--- src/rtl/uart_cmd_frame_tx.sv ---
// Host-side UART command transmitter: serializes one accepted WR/RD/ALU request as 2-4 UART frames.
// Define UART_CMD_TX_IFG_EN to insert IFG_BITS idle bit-times between the frames of one packet.
module uart_cmd_frame_tx #(
  parameter int DATA_WIDTH = 8,
  parameter int PRESCALE_W = 6,
  parameter int IFG_BITS   = 2
) (
  input  logic                  UART_CLK,
  input  logic                  rst_n,
  input  logic                  CMD_VALID,
  output logic                  CMD_READY,
  input  logic [1:0]            CMD_TYPE,
  input  logic [DATA_WIDTH-1:0] CMD_ADDR,
  input  logic [DATA_WIDTH-1:0] CMD_OPA,
  input  logic [DATA_WIDTH-1:0] CMD_OPB,
  input  logic [DATA_WIDTH-1:0] CMD_FUN,
  input  logic                  PAR_EN,
  input  logic                  PAR_TYP,
  input  logic [PRESCALE_W-1:0] Prescale,
  output logic                  TX_OUT,
  output logic                  BUSY,
  output logic                  FRAME_DONE,
  output logic                  CMD_DONE
);

  localparam int IDX_W = (DATA_WIDTH > 1) ? $clog2(DATA_WIDTH) : 1;
  localparam int GAP_W = (IFG_BITS > 1) ? $clog2(IFG_BITS) : 1;
  localparam int BIT_W = (IDX_W > GAP_W) ? IDX_W : GAP_W;

  localparam logic [DATA_WIDTH-1:0] HDR_WR  = DATA_WIDTH'(8'hAA);
  localparam logic [DATA_WIDTH-1:0] HDR_RD  = DATA_WIDTH'(8'hBB);
  localparam logic [DATA_WIDTH-1:0] HDR_ALU = DATA_WIDTH'(8'hCC);
  localparam logic [DATA_WIDTH-1:0] HDR_NOP = DATA_WIDTH'(8'hDD);

  typedef enum logic [2:0] {
    S_IDLE   = 3'd0,
    S_START  = 3'd1,
    S_DATA   = 3'd2,
    S_PARITY = 3'd3,
    S_STOP   = 3'd4,
    S_GAP    = 3'd5
  } state_t;

  function automatic logic parity_bit(input logic [DATA_WIDTH-1:0] data, input logic odd);
    logic p;
    if (odd) p = ~^data;
    else     p = ^data;
    return p;
  endfunction

  state_t                         state_q, state_d;
  logic [PRESCALE_W-1:0]          cnt_q, cnt_d;
  logic [PRESCALE_W-1:0]          presc_q, presc_d;
  logic [BIT_W-1:0]               bit_q, bit_d;
  logic [1:0]                     idx_q, idx_d;
  logic [1:0]                     last_q, last_d;
  logic [3:0][DATA_WIDTH-1:0]     frames_q, frames_d;
  logic                           par_en_q, par_en_d;
  logic                           par_typ_q, par_typ_d;
  logic                           tx_q, tx_d;
  logic                           busy_q, busy_d;
  logic                           ready_q, ready_d;
  logic                           frame_done_q, frame_done_d;
  logic                           cmd_done_q, cmd_done_d;

  logic [DATA_WIDTH-1:0]          cur_frame_s;
  logic [PRESCALE_W-1:0]          presc_last_s;
  logic [PRESCALE_W-1:0]          presc_pre_s;
  logic [BIT_W-1:0]               bit_nxt_s;
  logic                           bit_end_s;
  logic                           stop_pre_s;
  logic                           last_frame_s;

  assign cur_frame_s  = frames_q[idx_q];
  assign presc_last_s = presc_q - PRESCALE_W'(1);
  assign presc_pre_s  = presc_q - PRESCALE_W'(2);
  assign bit_nxt_s    = bit_q + BIT_W'(1);
  assign bit_end_s    = (cnt_q == presc_last_s);
  // Captured prescale is never below 2, so "one cycle before the last" always exists.
  assign stop_pre_s   = (cnt_q == presc_pre_s);
  assign last_frame_s = (idx_q == last_q);

  // Next-state and next-output logic for the packet sequencer.
  always_comb begin
    state_d      = state_q;
    cnt_d        = cnt_q;
    presc_d      = presc_q;
    bit_d        = bit_q;
    idx_d        = idx_q;
    last_d       = last_q;
    frames_d     = frames_q;
    par_en_d     = par_en_q;
    par_typ_d    = par_typ_q;
    tx_d         = tx_q;
    busy_d       = busy_q;
    ready_d      = ready_q;
    frame_done_d = 1'b0;
    cmd_done_d   = 1'b0;
    case (state_q)
      S_IDLE: begin
        tx_d    = 1'b1;
        busy_d  = 1'b0;
        ready_d = 1'b1;
        if (CMD_VALID && ready_q) begin
          state_d   = S_START;
          cnt_d     = '0;
          bit_d     = '0;
          idx_d     = 2'd0;
          tx_d      = 1'b0;
          busy_d    = 1'b1;
          ready_d   = 1'b0;
          par_en_d  = PAR_EN;
          par_typ_d = PAR_TYP;
          if (Prescale < PRESCALE_W'(2)) presc_d = PRESCALE_W'(8);
          else                           presc_d = Prescale;
          frames_d = '0;
          case (CMD_TYPE)
            2'b00: begin
              frames_d[0] = HDR_WR;
              frames_d[1] = CMD_ADDR;
              frames_d[2] = CMD_OPA;
              last_d      = 2'd2;
            end
            2'b01: begin
              frames_d[0] = HDR_RD;
              frames_d[1] = CMD_ADDR;
              last_d      = 2'd1;
            end
            2'b10: begin
              frames_d[0] = HDR_ALU;
              frames_d[1] = CMD_OPA;
              frames_d[2] = CMD_OPB;
              frames_d[3] = CMD_FUN;
              last_d      = 2'd3;
            end
            2'b11: begin
              frames_d[0] = HDR_NOP;
              frames_d[1] = CMD_FUN;
              last_d      = 2'd1;
            end
            default: begin
              frames_d[0] = HDR_RD;
              frames_d[1] = CMD_ADDR;
              last_d      = 2'd1;
            end
          endcase
        end else begin
          state_d = S_IDLE;
        end
      end
      S_START: begin
        if (bit_end_s) begin
          state_d = S_DATA;
          cnt_d   = '0;
          bit_d   = '0;
          tx_d    = cur_frame_s[0];
        end else begin
          cnt_d = cnt_q + PRESCALE_W'(1);
        end
      end
      S_DATA: begin
        if (bit_end_s) begin
          cnt_d = '0;
          if (bit_q == BIT_W'(DATA_WIDTH - 1)) begin
            if (par_en_q) begin
              state_d = S_PARITY;
              tx_d    = parity_bit(cur_frame_s, par_typ_q);
            end else begin
              state_d = S_STOP;
              tx_d    = 1'b1;
            end
          end else begin
            bit_d = bit_nxt_s;
            tx_d  = cur_frame_s[bit_nxt_s[IDX_W-1:0]];
          end
        end else begin
          cnt_d = cnt_q + PRESCALE_W'(1);
        end
      end
      S_PARITY: begin
        if (bit_end_s) begin
          state_d = S_STOP;
          cnt_d   = '0;
          tx_d    = 1'b1;
        end else begin
          cnt_d = cnt_q + PRESCALE_W'(1);
        end
      end
      S_STOP: begin
        frame_done_d = stop_pre_s;
        cmd_done_d   = stop_pre_s && last_frame_s;
        if (bit_end_s) begin
          cnt_d = '0;
          if (last_frame_s) begin
            state_d = S_IDLE;
            tx_d    = 1'b1;
            busy_d  = 1'b0;
            ready_d = 1'b1;
          end else begin
            // Index only advances below last_q, so it can never run into another type's frames.
            idx_d = idx_q + 2'd1;
`ifdef UART_CMD_TX_IFG_EN
            state_d = S_GAP;
            bit_d   = '0;
            tx_d    = 1'b1;
`else
            state_d = S_START;
            tx_d    = 1'b0;
`endif
          end
        end else begin
          cnt_d = cnt_q + PRESCALE_W'(1);
        end
      end
`ifdef UART_CMD_TX_IFG_EN
      S_GAP: begin
        if (bit_end_s) begin
          cnt_d = '0;
          if (bit_q == BIT_W'(IFG_BITS - 1)) begin
            state_d = S_START;
            tx_d    = 1'b0;
          end else begin
            bit_d = bit_nxt_s;
          end
        end else begin
          cnt_d = cnt_q + PRESCALE_W'(1);
        end
      end
`endif
      default: begin
        state_d = S_IDLE;
        tx_d    = 1'b1;
        busy_d  = 1'b0;
        ready_d = 1'b1;
      end
    endcase
  end

  // State and registered-output flops; reset drops the line high immediately.
  always_ff @(posedge UART_CLK or negedge rst_n) begin
    if (!rst_n) begin
      state_q      <= S_IDLE;
      cnt_q        <= '0;
      presc_q      <= PRESCALE_W'(8);
      bit_q        <= '0;
      idx_q        <= 2'd0;
      last_q       <= 2'd0;
      frames_q     <= '0;
      par_en_q     <= 1'b0;
      par_typ_q    <= 1'b0;
      tx_q         <= 1'b1;
      busy_q       <= 1'b0;
      ready_q      <= 1'b1;
      frame_done_q <= 1'b0;
      cmd_done_q   <= 1'b0;
    end else begin
      state_q      <= state_d;
      cnt_q        <= cnt_d;
      presc_q      <= presc_d;
      bit_q        <= bit_d;
      idx_q        <= idx_d;
      last_q       <= last_d;
      frames_q     <= frames_d;
      par_en_q     <= par_en_d;
      par_typ_q    <= par_typ_d;
      tx_q         <= tx_d;
      busy_q       <= busy_d;
      ready_q      <= ready_d;
      frame_done_q <= frame_done_d;
      cmd_done_q   <= cmd_done_d;
    end
  end

  assign TX_OUT     = tx_q;
  assign BUSY       = busy_q;
  assign CMD_READY  = ready_q;
  assign FRAME_DONE = frame_done_q;
  assign CMD_DONE   = cmd_done_q;

endmodule

--- config.mk ---
export PLATFORM = sky130hd
export DESIGN_NAME = uart_cmd_frame_tx
export DESIGN_NICKNAME = d
export VERILOG_FILES = /design/src/rtl/uart_cmd_frame_tx.sv
export SDC_FILE = /design/constraint.sdc
export NUM_CORES = 1
export LEC_CHECK = 0
export ABC_AREA = 0
export ABC_CLOCK_PERIOD_IN_PS = 6900
export CAP_MARGIN = 20
export CORE_AREA = 3 3 69 97
export CTS_CLUSTER_SIZE = 12
export DETAILED_ROUTE_END_ITERATION = 10
export DIE_AREA = 0 0 72 100
export PLACE_DENSITY = 0.84
export SLEW_MARGIN = 20
export SYNTH_ARGS = -nofsm -noshare
export SYNTH_HDL_FRONTEND = slang
export SYNTH_SLANG_ARGS = --single-unit
--- constraint.sdc ---
create_clock -name UART_CLK -period 6.9 [get_ports UART_CLK]
set_input_delay 1.035 -clock UART_CLK [delete_from_list [all_inputs] [get_ports UART_CLK]]
set_output_delay 1.035 -clock UART_CLK [all_outputs]
set_load 0.02 [all_outputs]
==> results of run 1 <==
worst max path at each step:
stage | slack, ps | depth (start not counted) | from | to
after global routing | 3820 | 8 | presc_q[1] | bit_q[0]
after detailed placement | 3890 | 4 | CMD_TYPE[1] | frames_q[28]
final | 4010 | 8 | presc_q[1] | bit_q[0]
after global placement | 3960 | 4 | CMD_TYPE[1] | frames_q[25]
after CTS | 4030 | 8 | presc_q[1] | bit_q[0]
after floorplan | 4330 | 8 | presc_q[1] | bit_q[0]
critical path: cells and delay by family (launching register included):
| family | cells | cell delay, ps |
|---|---|---|
| buf+inv | 1 | 140 |
| compound gates | 3 | 1290 |
| mux | 1 | 380 |
| flops | 1 | 390 |
| xor+xnor | 1 | 170 |
| simple gates | 1 | 140 |
| fa+ha+maj | 1 | 260 |
kinds of logic (layout without fill, tap and decap cells):
group                    Yosys count  after routing  share of synthesized area
XOR/XNOR                          22             22                     0.0604
AO/OA/AOI/OAI                     77             77                      0.148
AND/OR/NAND/NOR                  130            130                      0.168
adder cells (fa/ha/maj)            6              6                     0.0220
buffers and inverters             30             75                     0.0391
multiplexers                      35             35                      0.144
flip-flops                        57             57                      0.418
cell usage after synthesis, types with 3 or more instances:
master     n
nand2_1   75
dfrtp_1   54
o21ai_0   36
mux2i_1   20
nor2_1    19
clkbuf_1  15
nand3_1   13
a21oi_1   12
xnor2_1   12
mux4_2    11
xor2_1     9
o31ai_1    8
inv_1      7
ha_1       6
mux2_2     4
nand2b_1   4
a211oi_1   3
dfstp_2    3
nor2b_1    3
state kept, by name, indices dropped and copies added, names as in the netlist:
name,count
frames_q,28
par_typ_q,1
CMD_DONE,1
TX_OUT,1
bit_q,3
CMD_READY,1
state_q,3
last_q,2
FRAME_DONE,1
presc_q,6
cnt_q,6
BUSY,1
idx_q,2
par_en_q,1
per-layer routing:
| layer | vias up | global-route usage | part of all wire |
|---|---|---|---|
| li1 | 1334 | - | - |
| met1 | 1257 | 0.250 | 0.41 |
| met2 | 72 | 0.365 | 0.53 |
| met3 | 15 | 0.0511 | 0.043 |
| met4 | 0 | 0.104 | 0.024 |
| met5 | - | 0 | 0 |
cell type report:
class	count	area [µm²]
clock buffers	14	173
fillers	467	1780
flip-flops and latches	57	1430
clock inverters	2	35.0
repair buffers	52	508
well taps	70	87.6
multi-input cells	270	1860
inverters	7	26.3
power breakdown:
part           internal, µW  switching, µW  leakage (µW)
registers               467            122      0.000728
clock network           196            129      0.000107
logic                   369            379      0.000976
total                  1030            629       0.00181
through the flow:
step / cell area, µm² / hold WS [ps] / power, µW / worst slack [ps]
after floorplan: 3420 / 434 / 1160 / 4330
after global placement: 3910 / 447 / 1300 / 3960
after detailed placement: 3910 / 464 / 1340 / 3890
after CTS: 4120 / 479 / 1670 / 4030
after global routing: 4120 / 500 / 1790 / 3820
final: 4120 / 482 / 1660 / 4010
==> metrics.txt, run 1 <==
part of the cycle the worst path needs 0.418; Worst-Margin Slew 993 ps; RSZ-0062 raised after global routing no; Die Span X 72 µm; largest cells by area after synthesis dfrtp_1 40%, nand2_1 8.2%, mux4_2 7.2%; Layout Cells excl Fill 472; final setup vio count 0; Final nets 448; crit-path max FO 6; type of the worst setup path reg -> reg; Mapped Area 0.00342 mm²; layout cells sized above 1 0.117; Slew HR 0.336; Worst-Skew Late Latency 330 ps; Worst-path clk slew 60 ps; YS warnings 0; endpoint class of the critical path flip-flop; flops & latches, synth between 50 and 60; initial antenna violation count 0; pin count of the biggest net entering global routing 58; most common cell after layout, fill and taps aside nand2_1; hold depth 2; final WL 7110 µm; Reg-to-Reg End bit_q[0]; Layout Skew 5.48 ps; CP Launch Type flip-flop; fmax 346 MHz; Static Leak around 0.0018 µW; routed len/inst 15.1 µm; post-route ant nets 0; post-DP HPWL 5240 µm; share of flip-flops with an asynchronous set or reset 1.00; vias per inst 5.67; First DRT Iteration DRCs 152; Hold Violations, Final 0; # IOs 50; Min-Delay Endpoint frames_q[20]; layout overhead on the synthesized area 20.5%; setup TNS 0 ps; slowest CP cell a2111oi_4; Clock Tree Buf Depth 2; site row count 33; aggregate global-route resource usage 0.214; FF-to-FF setup slack between 4000 and 5000 ps; Final Util 0.698; postcts setup bufs 0; HP Start frames_q[20]; cts hold-fix bufs 0; total gr overflow 0; run status complete, no violations; H-tree depth 3; dominant cell type by area after synthesis dfrtp_1; routed vias roughly 2700; most frequent cells in the layout 75 x nand2_1, 54 x dfrtp_1, 48 x clkdlybuf4s50_1, 36 x o21ai_0, 20 x mux2i_1; Post-synth EDFFs 0; reg2reg start presc_q[1]; post-synthesis cell count about 360; root buf cell clkbuf_8; Top cell by count, worst path a2111oi_4; reg2reg path depth 8; initial core utilization 0.579; # port buffers 49; CP Data Required Time slightly above 7000 ps; DRC errors left 0; GP Congestion 0.828; vias in the first global route 2588; full die area 0.00720 mm²; DP Cell Count 456; Die Ht 100 µm; Worst path max stage delay 490 ps; Syn Area/Cell 9.58 µm²; # clock sinks 57; first-pass GRT wire length between 10000 and 15000 µm; n_diodes 0; pwr dens 403 mW/mm²; Main synth FF type dfrtp_1; worst-path cell chain inv_1 -> ha_1 -> a21boi_0 -> xnor2_1 -> a2111oi_4 -> nand2_4 -> a2111oi_4 -> mux2_2; Hold WC Path Type reg -> reg; syn nets 408; Pre-antenna DRT Iters 4; max_cap viols 0; Slew Limit Fails 0; Post-CTS Resized 0; Synth top area share 0.395; CTS Buf Count 9; CORE AREA 0.00590 mm²; Final min period 2890 ps; Yosys cell types between 50 and 60; Critical Path AT between 3000 and 4000 ps; sequential share of the synthesized area 0.418; Worst VDD drop about 0.17 mV; CTS tree built
Power figures use the tool's default switching activity.
==> inputs of run 2 (changes only) <==
--- a/config.mk
+++ b/config.mk
@@ -6,13 +6,13 @@
 export NUM_CORES = 1
 export LEC_CHECK = 0
 export ABC_AREA = 0
-export ABC_CLOCK_PERIOD_IN_PS = 6900
+export ABC_CLOCK_PERIOD_IN_PS = 2900
 export CAP_MARGIN = 20
-export CORE_AREA = 3 3 69 97
+export CORE_AREA = 3 3 71 100
 export CTS_CLUSTER_SIZE = 12
 export DETAILED_ROUTE_END_ITERATION = 10
-export DIE_AREA = 0 0 72 100
-export PLACE_DENSITY = 0.84
+export DIE_AREA = 0 0 74 103
+export PLACE_DENSITY = 0.8
 export SLEW_MARGIN = 20
 export SYNTH_ARGS = -nofsm -noshare
 export SYNTH_HDL_FRONTEND = slang
==> constraint.sdc (replaced) <==
create_clock -name UART_CLK -period 2.9 [get_ports UART_CLK]
set_input_delay 0.435 -clock UART_CLK [delete_from_list [all_inputs] [get_ports UART_CLK]]
set_output_delay 0.435 -clock UART_CLK [all_outputs]
set_load 0.02 [all_outputs]
==> metrics.txt, run 2 (synthesis results as in run 1) <==
site row count 34 (+3.0%); CTS tree built; Hold Slack 466 ps (-15.7 ps); pwr dens 951 mW/mm² (+140%); max_cap viols 0 (unchanged); fmax 369 MHz (+6.5%); endpoint class of the critical path flip-flop; Final min period 2710 ps (-177 ps); initial antenna violation count 0 (unchanged); # port buffers 49 (unchanged); Filler cells 509 (+9.0%); max reg flops 28 (unchanged); root buf cell clkbuf_8; Slew HR 0.430 (+0.0942); Min-Delay Endpoint frames_q[26]; pin count of the biggest net entering global routing 51 (-12%); layout cells sized above 1 0.134 (+0.0169); Pre-antenna DRT Iters 4 (unchanged); type of the worst setup path reg -> reg; CP Launch Type flip-flop; Worst VDD drop 0.473 mV (+180%); Worst-path clk slew 60 ps (about the same); CTS Buf Count 9 (unchanged); HP Start frames_q[26]; largest registers frames_q x28, cnt_q x6, presc_q x6; postcts setup bufs 0 (unchanged); Worst-Skew Late Latency 330 ps (about the same); Final Util 0.670 (-0.0273); reg2reg path depth 8 (unchanged); reg2reg start presc_q[1]; Static Leak 0.00186 µW (+2.5%); Die Ht 103 µm (+3.0%); # clock sinks 57 (unchanged); crit-path max FO 5 (-1); vias per inst 5.67 (-0.12%); setup TNS 0 ps (unchanged); routed len/inst 15.1 µm (+0.35%); Register Area 0.00143 mm² (unchanged); Hold WC Path Type reg -> reg; CORE AREA 0.00625 mm² (+5.9%); DRC errors left 0 (unchanged); Multi-input gate area 0.00186 mm² (unchanged); Post-CTS Resized 0 (unchanged); Slew Limit Fails 0 (unchanged); GP Congestion 0.866 (+4.7%); post-DP HPWL 5480 µm (+4.6%); vias in the first global route 2758 (+6.6%); part of the cycle the worst path needs 0.934 (+0.516); First DRT Iteration DRCs 56 (-63%); Reg-to-Reg End bit_q[0]; Clock Tree Buf Depth 2 (unchanged); most frequent cells in the layout 75 x nand2_1, 54 x dfrtp_1, 48 x clkdlybuf4s50_1, 36 x o21ai_0, 20 x mux2i_1; Final nets 457 (+2.0%); post-route ant nets 0 (unchanged); total gr overflow 0 (unchanged); aggregate global-route resource usage 0.215 (+0.000968); register with the most flip-flops frames_q; Critical Path AT 2930 ps (-170 ps); full die area 0.00762 mm² (+5.9%); Layout Skew 7.07 ps (+1.59 ps); final setup vio count 0 (unchanged); first-pass GRT wire length 12500 µm (+5.0%); # IOs 50 (unchanged); hold depth 2 (unchanged); initial core utilization 0.547 (-0.0323); layout overhead on the synthesized area 22.6%; FF-to-FF setup slack 190 ps (-3820 ps); routed vias 2737 (+2.2%); H-tree depth 3 (unchanged); CP Data Required Time 3120 ps (-4000 ps); final WL 7310 µm (+2.7%); most common cell after layout, fill and taps aside nand2_1; run status complete, no violations; Hold Violations, Final 0 (unchanged); Die Span X 74 µm (+2.8%); Setup crit start presc_q[1]; n_diodes 0 (unchanged); RSZ-0062 raised after global routing no; Tot Pwr 3990 µW (+140%); Worst-Margin Slew 852 ps (-141 ps)
-- run 2: power breakdown --
part | internal [µW] | switching, µW | leakage [µW] | total [µW]
logic | 913 | 922 | 0.00102 | 1830
clock network | 467 | 305 | 0.000107 | 771
registers | 1110 | 272 | 0.000728 | 1380
-- run 2: what timing repair did --
action | 4_1_cts | 5_1_grt
hold endpoints to repair | 11 | 0
hold buffers | 1 | 0
setup endpoints to repair | 0 | 0
-- run 2: critical path: stages (launching register included) --
cell,delay (ps)
dfrtp_1,390
inv_1,130
ha_1,270
a21boi_0,350
xnor2_1,170
a2111oi_4,380
nand2_4,120
a2111oi_4,410
mux2_2,380
-- run 2: final cells by class --
| class | instances | share of cell area |
|---|---|---|
| clock buffers | 14 | 0.0412 |
| flip-flops and latches | 57 | 0.341 |
| repair buffers | 61 | 0.138 |
| well taps | 72 | 0.0215 |
| inverters | 7 | 0.00627 |
| clock inverters | 2 | 0.00836 |
| multi-input cells | 270 | 0.444 |
-- run 2: per-layer routing --
metal	GRT usage	part of all wire	vias to the layer above	wire length, µm
li1	-	-	1349	-
met1	0.249	0.42	1297	3060
met2	0.376	0.52	75	3780
met3	0.0498	0.044	16	319
met4	0.0879	0.020	0	148
met5	0	0	-	0
-- run 2: worst max path at each step --
stage | endpoint | slack (ps)
3_3_place_gp | bit_q[0] | 330
5_1_grt | bit_q[2] | 10
6_report | bit_q[0] | 190
2_1_floorplan | bit_q[0] | 330
3_5_place_dp | bit_q[0] | 200
4_1_cts | bit_q[0] | 180
-- run 2: metrics by stage --
step	cells	instance area, µm²	setup slack [ps]
after floorplan	357	3420	329
after global placement	466	3980	332
after detailed placement	466	3980	198
after CTS	483	4190	184
after global routing	483	4190	9.88
final	483	4190	191
